`src/rtl/pc_shot_initiator.sv`:
```
// Computer-side Battleship shooter: waits out a think delay, picks an unshot cell
// (random draws, then a linear scan), fires at it and waits for the board to record it.
module pc_shot_initiator #(
    parameter int unsigned ROWS         = 5,
    parameter int unsigned COLS         = 5,
    parameter logic [7:0]  SEED         = 8'hA5,
    parameter int unsigned THINK_CYCLES = 16,
    parameter int unsigned MAX_DRAWS    = 8,
    parameter int unsigned ACK_TIMEOUT  = 64
) (
    input  logic                     clock,
    input  logic                     reset,
    input  logic                     turn_start,
    input  logic [2*ROWS*COLS-1:0]   board,
    output logic [2:0]               shoot_row,
    output logic [2:0]               shoot_col,
    output logic                     fire_pc,
    output logic                     pc_mov,
    output logic                     hit,
    output logic                     no_target,
    output logic                     timeout,
    output logic                     busy
);

    localparam int unsigned BOARD_W = 2 * ROWS * COLS;
    localparam int unsigned IDX_W   = $clog2(BOARD_W);
    localparam int unsigned CNT_W   = 16;

    typedef enum logic [2:0] {
        IDLE, THINK, DRAW, SCAN, FIRE, WAIT
    } state_e;

    state_e            state_q, state_d;
    logic [7:0]        lfsr_q, lfsr_d;
    logic [CNT_W-1:0]  cnt_q, cnt_d;
    logic [2:0]        scan_row_q, scan_row_d, scan_col_q, scan_col_d;
    logic [2:0]        shoot_row_q, shoot_row_d, shoot_col_q, shoot_col_d;
    logic              hit_q, hit_d;
    logic              fire_q, fire_d, mov_q, mov_d, nt_q, nt_d, to_q, to_d;
    logic              busy_q, busy_d;

    logic [2:0]        cand_row, cand_col;
    logic [1:0]        cand_cell, scan_cell, tgt_cell;
    logic              cand_ok;

    // Two-bit cell at (r,c); callers guarantee r<ROWS, c<COLS before using the result.
    function automatic logic [1:0] cell_at(input logic [BOARD_W-1:0] b,
                                           input logic [2:0] r, input logic [2:0] c);
        logic [IDX_W-1:0] pos;
        pos = IDX_W'((32'(r) * COLS + 32'(c)) * 2);
        return b[pos +: 2];
    endfunction

    assign lfsr_d    = {lfsr_q[6:0], lfsr_q[7] ^ lfsr_q[5] ^ lfsr_q[4] ^ lfsr_q[3]};
    assign cand_row  = lfsr_q[2:0];
    assign cand_col  = lfsr_q[5:3];
    assign cand_cell = cell_at(board, cand_row, cand_col);
    assign scan_cell = cell_at(board, scan_row_q, scan_col_q);
    assign tgt_cell  = cell_at(board, shoot_row_q, shoot_col_q);
    assign cand_ok   = (32'(cand_row) < ROWS) && (32'(cand_col) < COLS) && !cand_cell[1];

    always_ff @(posedge clock) begin
        if (reset) begin
            state_q     <= IDLE;
            lfsr_q      <= SEED;
            cnt_q       <= '0;
            scan_row_q  <= '0;
            scan_col_q  <= '0;
            shoot_row_q <= '0;
            shoot_col_q <= '0;
            hit_q       <= 1'b0;
            fire_q      <= 1'b0;
            mov_q       <= 1'b0;
            nt_q        <= 1'b0;
            to_q        <= 1'b0;
            busy_q      <= 1'b0;
        end else begin
            state_q     <= state_d;
            lfsr_q      <= lfsr_d;
            cnt_q       <= cnt_d;
            scan_row_q  <= scan_row_d;
            scan_col_q  <= scan_col_d;
            shoot_row_q <= shoot_row_d;
            shoot_col_q <= shoot_col_d;
            hit_q       <= hit_d;
            fire_q      <= fire_d;
            mov_q       <= mov_d;
            nt_q        <= nt_d;
            to_q        <= to_d;
            busy_q      <= busy_d;
        end
    end

    // Next-state logic; pulses are registered so they appear in the cycle of the new state.
    always_comb begin
        state_d     = state_q;
        cnt_d       = cnt_q;
        scan_row_d  = scan_row_q;
        scan_col_d  = scan_col_q;
        shoot_row_d = shoot_row_q;
        shoot_col_d = shoot_col_q;
        hit_d       = hit_q;
        mov_d       = 1'b0;
        nt_d        = 1'b0;
        to_d        = 1'b0;

        case (state_q)
            IDLE: begin
                if (turn_start) begin
                    state_d = THINK;
                    cnt_d   = '0;
                end
            end
            THINK: begin
                if (cnt_q == CNT_W'(THINK_CYCLES - 1)) begin
                    state_d = DRAW;
                    cnt_d   = '0;
                end else begin
                    cnt_d = cnt_q + CNT_W'(1);
                end
            end
            DRAW: begin
                if (cand_ok) begin
                    shoot_row_d = cand_row;
                    shoot_col_d = cand_col;
                    state_d     = FIRE;
                end else if (cnt_q == CNT_W'(MAX_DRAWS - 1)) begin
                    state_d    = SCAN;
                    cnt_d      = '0;
                    scan_row_d = '0;
                    scan_col_d = '0;
                end else begin
                    cnt_d = cnt_q + CNT_W'(1);
                end
            end
            SCAN: begin
                if (!scan_cell[1]) begin
                    shoot_row_d = scan_row_q;
                    shoot_col_d = scan_col_q;
                    state_d     = FIRE;
                end else if (scan_row_q == 3'(ROWS - 1) && scan_col_q == 3'(COLS - 1)) begin
                    nt_d    = 1'b1;
                    state_d = IDLE;
                end else if (scan_col_q == 3'(COLS - 1)) begin
                    scan_col_d = '0;
                    scan_row_d = scan_row_q + 3'(1);
                end else begin
                    scan_col_d = scan_col_q + 3'(1);
                end
            end
            FIRE: begin
                state_d = WAIT;
                cnt_d   = '0;
            end
            WAIT: begin
                if (tgt_cell[1]) begin
                    hit_d   = tgt_cell[0];
                    mov_d   = 1'b1;
                    state_d = IDLE;
                end else if (cnt_q == CNT_W'(ACK_TIMEOUT - 1)) begin
                    to_d    = 1'b1;
                    state_d = IDLE;
                end else begin
                    cnt_d = cnt_q + CNT_W'(1);
                end
            end
            default: state_d = IDLE;
        endcase

        fire_d = (state_d == FIRE);
        busy_d = (state_d != IDLE);
    end

    assign shoot_row = shoot_row_q;
    assign shoot_col = shoot_col_q;
    assign fire_pc   = fire_q;
    assign pc_mov    = mov_q;
    assign hit       = hit_q;
    assign no_target = nt_q;
    assign timeout   = to_q;
    assign busy      = busy_q;

endmodule

```
`config.mk`:
```
export PLATFORM = sky130hd
export DESIGN_NAME = pc_shot_initiator
export DESIGN_NICKNAME = d
export VERILOG_FILES = /design/src/rtl/pc_shot_initiator.sv
export SDC_FILE = /design/constraint.sdc
export NUM_CORES = 1
export LEC_CHECK = 0
export BUFFER_PORTS_ARGS = -buffer_cell sky130_fd_sc_hd__buf_2
export CORE_ASPECT_RATIO = 0.75
export CORE_MARGIN = 5
export CORE_UTILIZATION = 51
export CTS_CLUSTER_SIZE = 28
export DETAILED_ROUTE_END_ITERATION = 10
export GPL_ROUTABILITY_DRIVEN = 0
export GPL_TIMING_DRIVEN = 1
export PLACE_DENSITY = 0.86
export SETUP_SLACK_MARGIN = 0.2
export SLEW_MARGIN = 20
export SYNTH_ARGS = -nofsm -noshare
export SYNTH_HDL_FRONTEND = slang
export SYNTH_SLANG_ARGS = --single-unit
```
`constraint.sdc`:
```
create_clock -name clock -period 3.3 [get_ports clock]
set_input_delay 0.66 -clock clock [delete_from_list [all_inputs] [get_ports clock]]
set_output_delay 0.66 -clock clock [all_outputs]
set_load 0.005 [all_outputs]
```
==> metrics.txt, run 1 <==
largest net degree at the start of global routing 31; CTS sink cnt 45; Mapped Avg Cell Area 9.392 um^2; mux share of post-synthesis cell area 19.38%; critical path's slowest cell fa_2; final setup vio count 18; crit path max fanout 16; Yosys top cell by area dfxtp_1; most frequent cell after synthesis dfxtp_1; Yosys Warn Count 0; Peak Freq 288.7 MHz; slowest stage delay, CP 0.58 ns; CTS tree done; Netlist Area Pre-Place 3654 um^2; Post-synth EDFFs 0; number of detailed-route iterations in the first pass 7; pre-CTS setup slack -0.2276 ns; ANT cells 0; critical path launch point shoot_row[0]; crit start category register; failing checks setup timing; placed insts 550; Hold WS 0.4289 ns; fin area 4964 um^2; worst reg2reg startpoint shoot_row[0]; Relative slew margins 50.73%; hold wc startpoint lfsr_q[6]; routed len/inst 22.86 um; flop2flop setup slack -0.16 ns; initial antenna violation count 0; Synth Flop Type dfxtp_1; Area after DPL 4230 um^2; number of I/O port buffers 64; Critical path destination cnt_q[13]; adder-cell share of the synthesized area 11.58%; Post-route DRC 0; via count 4040; initial core utilization 52.98%; Yosys cell types 58; final critical-path share of the clock period 105.0%; Starting DRT DRC Count 450; worst vdd ir 0.1819 mV; Final Max Slew Viols 0; Non-Filler Instances 583; GRT Overall Usage 24.67%; worst hold path type reg2reg; area of the multi-input gates 3064 um^2; Final nets 569; Die H 83.30 um; H-tree depth 2; skew final 0.01112 ns; P&R area growth vs syn 35.86%; Worst Path Arrival 3.63 ns; I/O Pins 65; DRT antenna net count 0; Clock transition at path regs 0.10 ns; filler instances 456; CTS Buffer Depth 2; vias in the first global route 3706; Synth area leaders dfxtp_1, mux4_2, ha_1; most used cell, CP ha_4; worst-path cell chain ha_4 -> ha_4 -> fa_2 -> mux4_2 -> mux2_4 -> a211oi_2 -> a32o_2 -> a21oi_4 -> buf_4 -> o311ai_0 -> o21ai_0; Cells after Synth 389; Setup CP Type reg2reg; unrepaired setup endpoints after global routing true; register area 919.6 um^2; post-synthesis compound-gate area fraction 19.32%; #FFs+latches synth 45; pwr dens 350.0 nW/um^2; Worst-Margin Slew 0.7390 ns; DP HPWL 7746 um; r2r endpoint cnt_q[13]; commonest cells in the netlist dfxtp_1, ha_1, a21oi_1; first-pass GRT wire length 18170 um; Post-Synth XOR/XNOR Area 2.637%; critical path required time 3.46 ns; die area 8974 um^2; main combinational cell family by area after synthesis multiplexers; final critical-path setup slack -0.1634 ns; Final Hold Vio Count 0; Min Clock Period, post-route 3.463 ns; Clk Latency, worst-skew pair 0.30 ns; drt total wl 13330 um; sequential fraction of the synthesis area 24.66%; CTS buffer count 5; gr ovfl total 0; CP Capture Type register; FFs w/ async S/R, synth 0%; max capacitance violation total 0; fraction of final layout cells sized beyond drive strength 1 47.01%; Pleak 2.003 nW; top cell type's share of synthesized area 24.66%; die width 107.7 um; status finished, violations left; core area 6897 um^2; r2r worst-path depth 11; Vias per Instance 6.930; simple-gate share of the synthesized area 18.25%; syn nets 474; row count 26; CTS Root Buffer Type clkbuf_8
registers in the layout, indices dropped and copies added, names as in the netlist, 3 cells and up:
name,count
state_q,3
shoot_row,3
cnt_q,16
shoot_col,3
scan_row_q,3
scan_col_q,3
lfsr_q,8
cells by family after synthesis:
logic type,Yosys count
and+or+nand+nor,124
buffers and inverters,35
AOI/OAI and AO/OA,101
xor gates and xnor gates,11
muxes,41
DFF,45
adders and majority gates,32
cells in the final DEF, fill, tap and decap left out, drive strengths merged, types with 7 or more instances in the layout:
cell type and n:
nand2 22, dfxtp 45, inv 13, buf 108
xor2 7, ha 29, o21ai 21, nor2b 12
mux4 23, nor3 13, o311ai 9, a21oi 25
nand3 16, nor4 7, mux2i 13, o31ai 7
nor2 20
how the worst min path moves through the flow:
stage / cells after the start / to / slack [ns]
3_3_place_gp: 1 / lfsr_q[7] / 0.39
4_1_cts: 1 / lfsr_q[7] / 0.43
2_1_floorplan: 1 / lfsr_q[7] / 0.39
3_5_place_dp: 1 / lfsr_q[7] / 0.40
6_report: 1 / lfsr_q[7] / 0.43
5_1_grt: 1 / lfsr_q[7] / 0.45
per-stage QoR:
| stage | setup TNS, ns | total power, W | util, % |
|---|---|---|---|
| floorplan | -0.7563 | 0.0008663 | - |
| global placement | -0.2451 | 0.0009522 | 61.34 |
| detailed placement | -1.887 | 0.0009724 | 61.34 |
| CTS | -0.08839 | 0.001531 | 67.29 |
| global route | -3.480 | 0.001797 | 71.97 |
| finish | -1.554 | 0.001737 | 71.97 |
metal layers:
| layer | share of wire, % | wire [um] | GRT usage, % | vias to the layer above |
|---|---|---|---|---|
| li1 | - | - | - | 1714 |
| met1 | 36 | 4825 | 32.82 | 1899 |
| met2 | 46 | 6182 | 40.46 | 328 |
| met3 | 11 | 1498 | 4.806 | 99 |
| met4 | 6.1 | 819 | 7.225 | 0 |
| met5 | 0 | 0 | 0 | - |
repair_timing:
item / 4_1_cts / 5_1_grt
gates cloned: 2 / 0
hold buffers: 0 / 0
resized for setup: 47 / 46
setup buffers: 12 / 11
pin swaps: 29 / 24
setup endpoints to repair: 28 / 32
power by group:
group          switching (W)  leakage [nW]  internal [W]  total (W)
logic               0.000354          1.58      0.000361   0.000715
registers          0.0000149         0.370      0.000555   0.000570
clock network       0.000206        0.0574      0.000247   0.000452
area by class of cell:
class / instances / area share, %
inverter: 13 / 0.9831
clock buffer: 6 / 1.664
tap: 98 / 2.470
timing repair buffer: 108 / 13.86
clock inverter: 2 / 0.7562
sequential: 45 / 18.53
multi-input combinational: 311 / 61.73
worst max-delay path, delay by kind of cell (launching register included):
kind | cells | cell delay [ns]
AOI/OAI and AO/OA | 5 | 1.10
adders and majority gates | 3 | 1.05
muxes | 2 | 0.58
DFF | 1 | 0.38
buffers and inverters | 1 | 0.21
No activity file was read; power rests on OpenSTA's default activity.
==> run 2: changes to the inputs <==
CORE_UTILIZATION = 53   (was 51)
CTS_BUF_LIST = sky130_fd_sc_hd__clkbuf_8   (was default)
CTS_CLUSTER_SIZE = 24   (was 28)
PLACE_DENSITY = 0.88   (was 0.86)
==> run 2 against run 1 <==
  * The run still ends with setup timing left
  * Non-clock buffer count is 11 lower
  * Die area decreased by 3.4%
  * Critical path depth decreased by 1
  * Via count about the same
  * Highest routed layer unchanged
  * Setup slack better by 0.064 ns
  * Routed wire length down 1.9%
  * Critical endpoint is now cnt_q[4]
  * Combinational power is 10% lower
  * Largest power group unchanged
  * Total power fell by 5.2%
  * Maximum frequency is 1.9% higher
  * Core utilization decreased by 2.4 points
  * Cell area decreased by 5.2%
  * Global-route usage is 2.0 points higher
==> metrics.txt, run 2 (synthesized netlist as in run 1, its figures left out) <==
CTS Hold Bufs 0; Layout Utilization 69.56%; worst vdd ir 0.2059 mV; CTS Buffer Depth 2; worst hold path type reg2reg; Setup CP Type reg2reg; hold depth 1; Hold WS 0.4248 ns; die area 8671 um^2; max FFs per register 16; register name with the most flops cnt_q; Relative slew margins 49.61%; unrepaired setup endpoints after global routing true; Final nets 558; row count 26; drt total wl 13080 um; fraction of final layout cells sized beyond drive strength 1 41.98%; Pleak 1.938 nW; r2r worst-path depth 10; failing checks setup timing; CTS sink cnt 45; number of detailed-route iterations in the first pass 7; Starting DRT DRC Count 496; final setup vio count 12; CTS buffer count 5; Final Hold Vio Count 0; core area 6766 um^2; Worst-Margin Slew 0.7559 ns; crit start category register; Vias per Instance 7.235; via count 4037; initial core utilization 53.99%; CTS tree done; H-tree depth 2; I/O Pins 65; status finished, violations left; skew final 0.01631 ns; crit path max fanout 8; DRT antenna net count 0; number of I/O port buffers 64; CTS Root Buffer Type clkbuf_8; vias in the first global route 3700; Setup TNS -0.5593 ns; pwr dens 350.0 nW/um^2; ANT cells 0; final critical-path setup slack -0.09927 ns; Tot Pwr 0.001648 W; Top Registers cnt_q (16), lfsr_q (8); P&R area growth vs syn 28.84%; Worst Path Arrival 3.62 ns; Clk Latency, worst-skew pair 0.31 ns; Final Max Slew Viols 0; Min Clock Period, post-route 3.399 ns; largest net degree at the start of global routing 31; critical path required time 3.52 ns; die width 105.9 um; Clock transition at path regs 0.10 ns; GRT Overall Usage 26.71%; Post-route DRC 0; routed len/inst 23.43 um; Die H 81.91 um; first-pass GRT wire length 18550 um; CP Capture Type register; final critical-path share of the clock period 103.0%; commonest cells after routing, fill and taps aside buf_2, dfxtp_1, buf_4; DP HPWL 7715 um; gr ovfl total 0; initial antenna violation count 0; Peak Freq 294.2 MHz; commonest non-fill, non-tap cell in the layout buf_2; max capacitance violation total 0
==> run 2: cell count changes in the layout (fill, tap and decap cells not counted), sizes merged <==
cell    change
buf        -11
clkinv      +1
clkbuf      -1
==> run 2: cell type report <==
class                   count  area [um^2]
multi-input cells         311         2939
clock inverters             3        46.29
clock buffers               5        68.82
repair buffers             97        583.1
well taps                  84        105.1
inverters                  13        48.80
fillers                   427         2059
flip-flops and latches     45        915.9
==> run 2: final timing paths <==
kind,start,end,slack (ns)
worst min-delay path,lfsr_q[6],lfsr_q[7],0.42
worst max register to register,shoot_row[0],cnt_q[4],-0.1
worst min register to register,lfsr_q[6],lfsr_q[7],0.42
worst max-delay path,shoot_row[0],cnt_q[4],-0.1
==> run 2: critical path, stage by stage, from the launching register on <==
cell	delay [ns]
dfxtp_4	0.38
ha_4	0.27
ha_4	0.19
fa_2	0.57
mux4_2	0.31
mux2_4	0.29
a211oi_2	0.17
a32o_2	0.20
a21oi_4	0.08
or4_4	0.57
o32ai_2	0.26
==> run 2: what timing repair did <==
| item | 4_1_cts | 5_1_grt |
|---|---|---|
| gates resized for setup | 26 | 37 |
| cloned | 2 | 0 |
| endpoints found under the setup margin | 28 | 32 |
| pin swaps | 19 | 20 |
| setup buffers | 7 | 5 |
==> run 2: through the flow <==
step	cells	instance area, um^2	setup slack (ns)
5_1_grt	558	4707	-0.1875
2_1_floorplan	389	3737	-0.1177
3_5_place_dp	536	4213	-0.2123
6_report	558	4707	-0.09927
4_1_cts	553	4511	0.001374
3_3_place_gp	536	4213	-0.07083
==> run 2: report_power, final <==
group          internal, W  total (W)  switching, W
sequential        0.000555   0.000568     0.0000136
combinational     0.000303   0.000640      0.000337
clock             0.000227   0.000439      0.000212
==> run 2: layer usage <==
layer  vias up  share of wire, %  wire length [um]  GRT usage, %
li1       1693                 -                 -             -
met1      1889                35              4597         33.17
met2       350                46              6001         45.61
met3       105                13              1686         6.363
met4         0               6.0               789         10.35
met5         -                 0                 0             0
==> run 3: changes to the inputs <==
CELL_PAD_IN_SITES_DETAIL_PLACEMENT = 1   (was default)
CELL_PAD_IN_SITES_GLOBAL_PLACEMENT = 2   (was default)
CORE_UTILIZATION = 32   (was 53)
PLACE_DENSITY = 0.87   (was 0.88)
==> run 3 against run 2 <==
  * The flow still finishes with violations (setup timing)
  * Via count down 11%
  * Clock-buffer cell count did not move
  * First-iteration DRC count shrank 58%
  * Critical path depth grew 1
  * Total power down 7.6%
  * Core utilization fell by 25 points
  * Register-to-register slack worse by 0.02 ns
  * Die area up 58%
  * Clock skew is 0.0030 ns higher
  * Combinational power decreased by 16%
  * Clock power shrank 5.0%
  * Setup slack worse by 0.025 ns
  * Largest cell class unchanged
  * Largest power group is now sequential cells
==> metrics.txt, run 3 (synthesized netlist as in run 1, its figures left out) <==
r2r endpoint cnt_q[0]; worst hold path type reg2reg; combinational share of power 35.5%; initial antenna violation count 0; failing checks setup timing; I/O Pins 65; Final nets 563; CTS Buffer Depth 2; P&R area growth vs syn 33.56%; DP HPWL 9256 um; Top Registers cnt_q (16), lfsr_q (8); Area after DPL 4335 um^2; unrepaired setup endpoints after global routing true; final setup vio count 11; Final Max Slew Viols 0; Clock transition at path regs 0.10 ns; register name with the most flops cnt_q; vias in the first global route 3888; met3 wire length 435 um; GRT Overall Usage 18.27%; via count 3592; critical path launch point shoot_row[0]; Critical path destination cnt_q[0]; ANT cells 0; worst vdd ir 0.1791 mV; final critical-path share of the clock period 103.8%; die width 133.4 um; number of I/O port buffers 64; crit start category register; gr ovfl total 0; Peak Freq 292.1 MHz; commonest cells after routing, fill and taps aside buf_2, dfxtp_1, buf_4; CTS buffer count 5; Min Clock Period, post-route 3.424 ns; Post-route DRC 0; Vias per Instance 5.812; r2r worst-path depth 11; row count 33; Die H 102.5 um; initial core utilization 33.02%; DRT antenna net count 0; core area 11070 um^2; drt total wl 12220 um; Clock power frac 27.4%; worst reg2reg startpoint shoot_row[0]; Worst-Margin Slew 0.7978 ns; Clk Latency, worst-skew pair 0.31 ns; Metal-1 WL 5577 um; routed len/inst 19.77 um; Seq pwr share 37.1%; CTS tree done; Cell Int Power 0.001041 W; flop2flop setup slack -0.12 ns; Setup CP Type reg2reg; largest net degree at the start of global routing 31; Pleak 1.975 nW; Setup TNS -0.7737 ns; CTS sink cnt 45; fraction of final layout cells sized beyond drive strength 1 43.51%; P_sw 0.0004804 W; die area 13680 um^2; routed wl met2 6076 um; Worst Path Arrival 3.64 ns; Final Hold Vio Count 0; Starting DRT DRC Count 209; max FFs per register 16; status finished, violations left; fin area 4880 um^2; CP Capture Type register; number of detailed-route iterations in the first pass 4; Highest Signal Layer met4; sw frac 31.57%; crit path max fanout 6; max capacitance violation total 0; pwr dens 311.9 nW/um^2; final critical-path setup slack -0.1240 ns; first-pass GRT wire length 20180 um; Relative slew margins 46.82%; CTS Root Buffer Type clkbuf_8; Hold WS 0.4445 ns; skew final 0.01929 ns; commonest non-fill, non-tap cell in the layout buf_2; H-tree depth 2; critical path required time 3.52 ns
[run 3: changes by cell type in the layout (fill, tap and decap cells not counted), sizes merged]
cell / previous run / this run
buf: 97 / 102
clkinvlp: 1 / 0
[run 3: critical path, stage by stage, from the launching register on]
cell and delay [ns]:
dfxtp_4 0.37, ha_4 0.28, ha_4 0.20, fa_2 0.58, mux4_2 0.31, mux2_4 0.28
a211oi_2 0.17, a32o_2 0.19, a21oi_4 0.08, or4_4 0.56, buf_6 0.17, o22ai_4 0.14
[run 3: repair_timing]
action | 4_1_cts | 5_1_grt
endpoints found under the setup margin | 32 | 34
gates cloned | 2 | 0
pin swaps | 32 | 14
hold buffers | 0 | 0
gates resized for setup | 41 | 32
setup buffers | 7 | 3
[run 3: how the worst min path moves through the flow]
stage	start	to	slack (ns)	cells after the start
5_1_grt	lfsr_q[6]	lfsr_q[7]	0.46	1
2_1_floorplan	lfsr_q[6]	lfsr_q[7]	0.39	1
3_3_place_gp	lfsr_q[6]	lfsr_q[7]	0.39	1
3_5_place_dp	lfsr_q[6]	lfsr_q[7]	0.41	1
4_1_cts	lfsr_q[6]	lfsr_q[7]	0.45	1
6_report	lfsr_q[6]	lfsr_q[7]	0.44	1
[run 3: per-stage QoR]
stage	worst slack, ns	util (%)	total power, W	cells
floorplan	-0.1177	-	0.0008663	389
global placement	-0.07457	39.18	0.0009739	599
detailed placement	-0.1892	39.18	0.0009967	599
CTS	-0.1260	42.42	0.001461	615
global route	-0.2322	44.10	0.001592	618
finish	-0.1240	44.10	0.001522	618
[run 3: final cells by class]
type	instances	area, um^2
Clock inverter	2	35.03
Inverter	13	48.80
Multi-Input combinational cell	311	2999
Tap cell	140	175.2
Clock buffer	5	68.82
Sequential cell	45	917.1
Fill cell	1280	6186
Timing Repair Buffer	102	635.6
[run 3: power groups by stage]
stage	clock, W	sequential, W	combinational (W)
floorplan	0	0.000577	0.000289
CTS	0.000425	0.000565	0.000470
global placement	0	0.000575	0.000399
detailed placement	0	0.000576	0.000420
global route	0.000445	0.000567	0.000581
finish	0.000417	0.000565	0.000540
[run 3: layer usage]
| layer | vias up | GRT usage [%] |
|---|---|---|
| met5 | - | 0 |
| met4 | 0 | 2.846 |
| met3 | 13 | 2.244 |
| met2 | 56 | 32.64 |
| met1 | 1826 | 24.53 |
| li1 | 1697 | - |
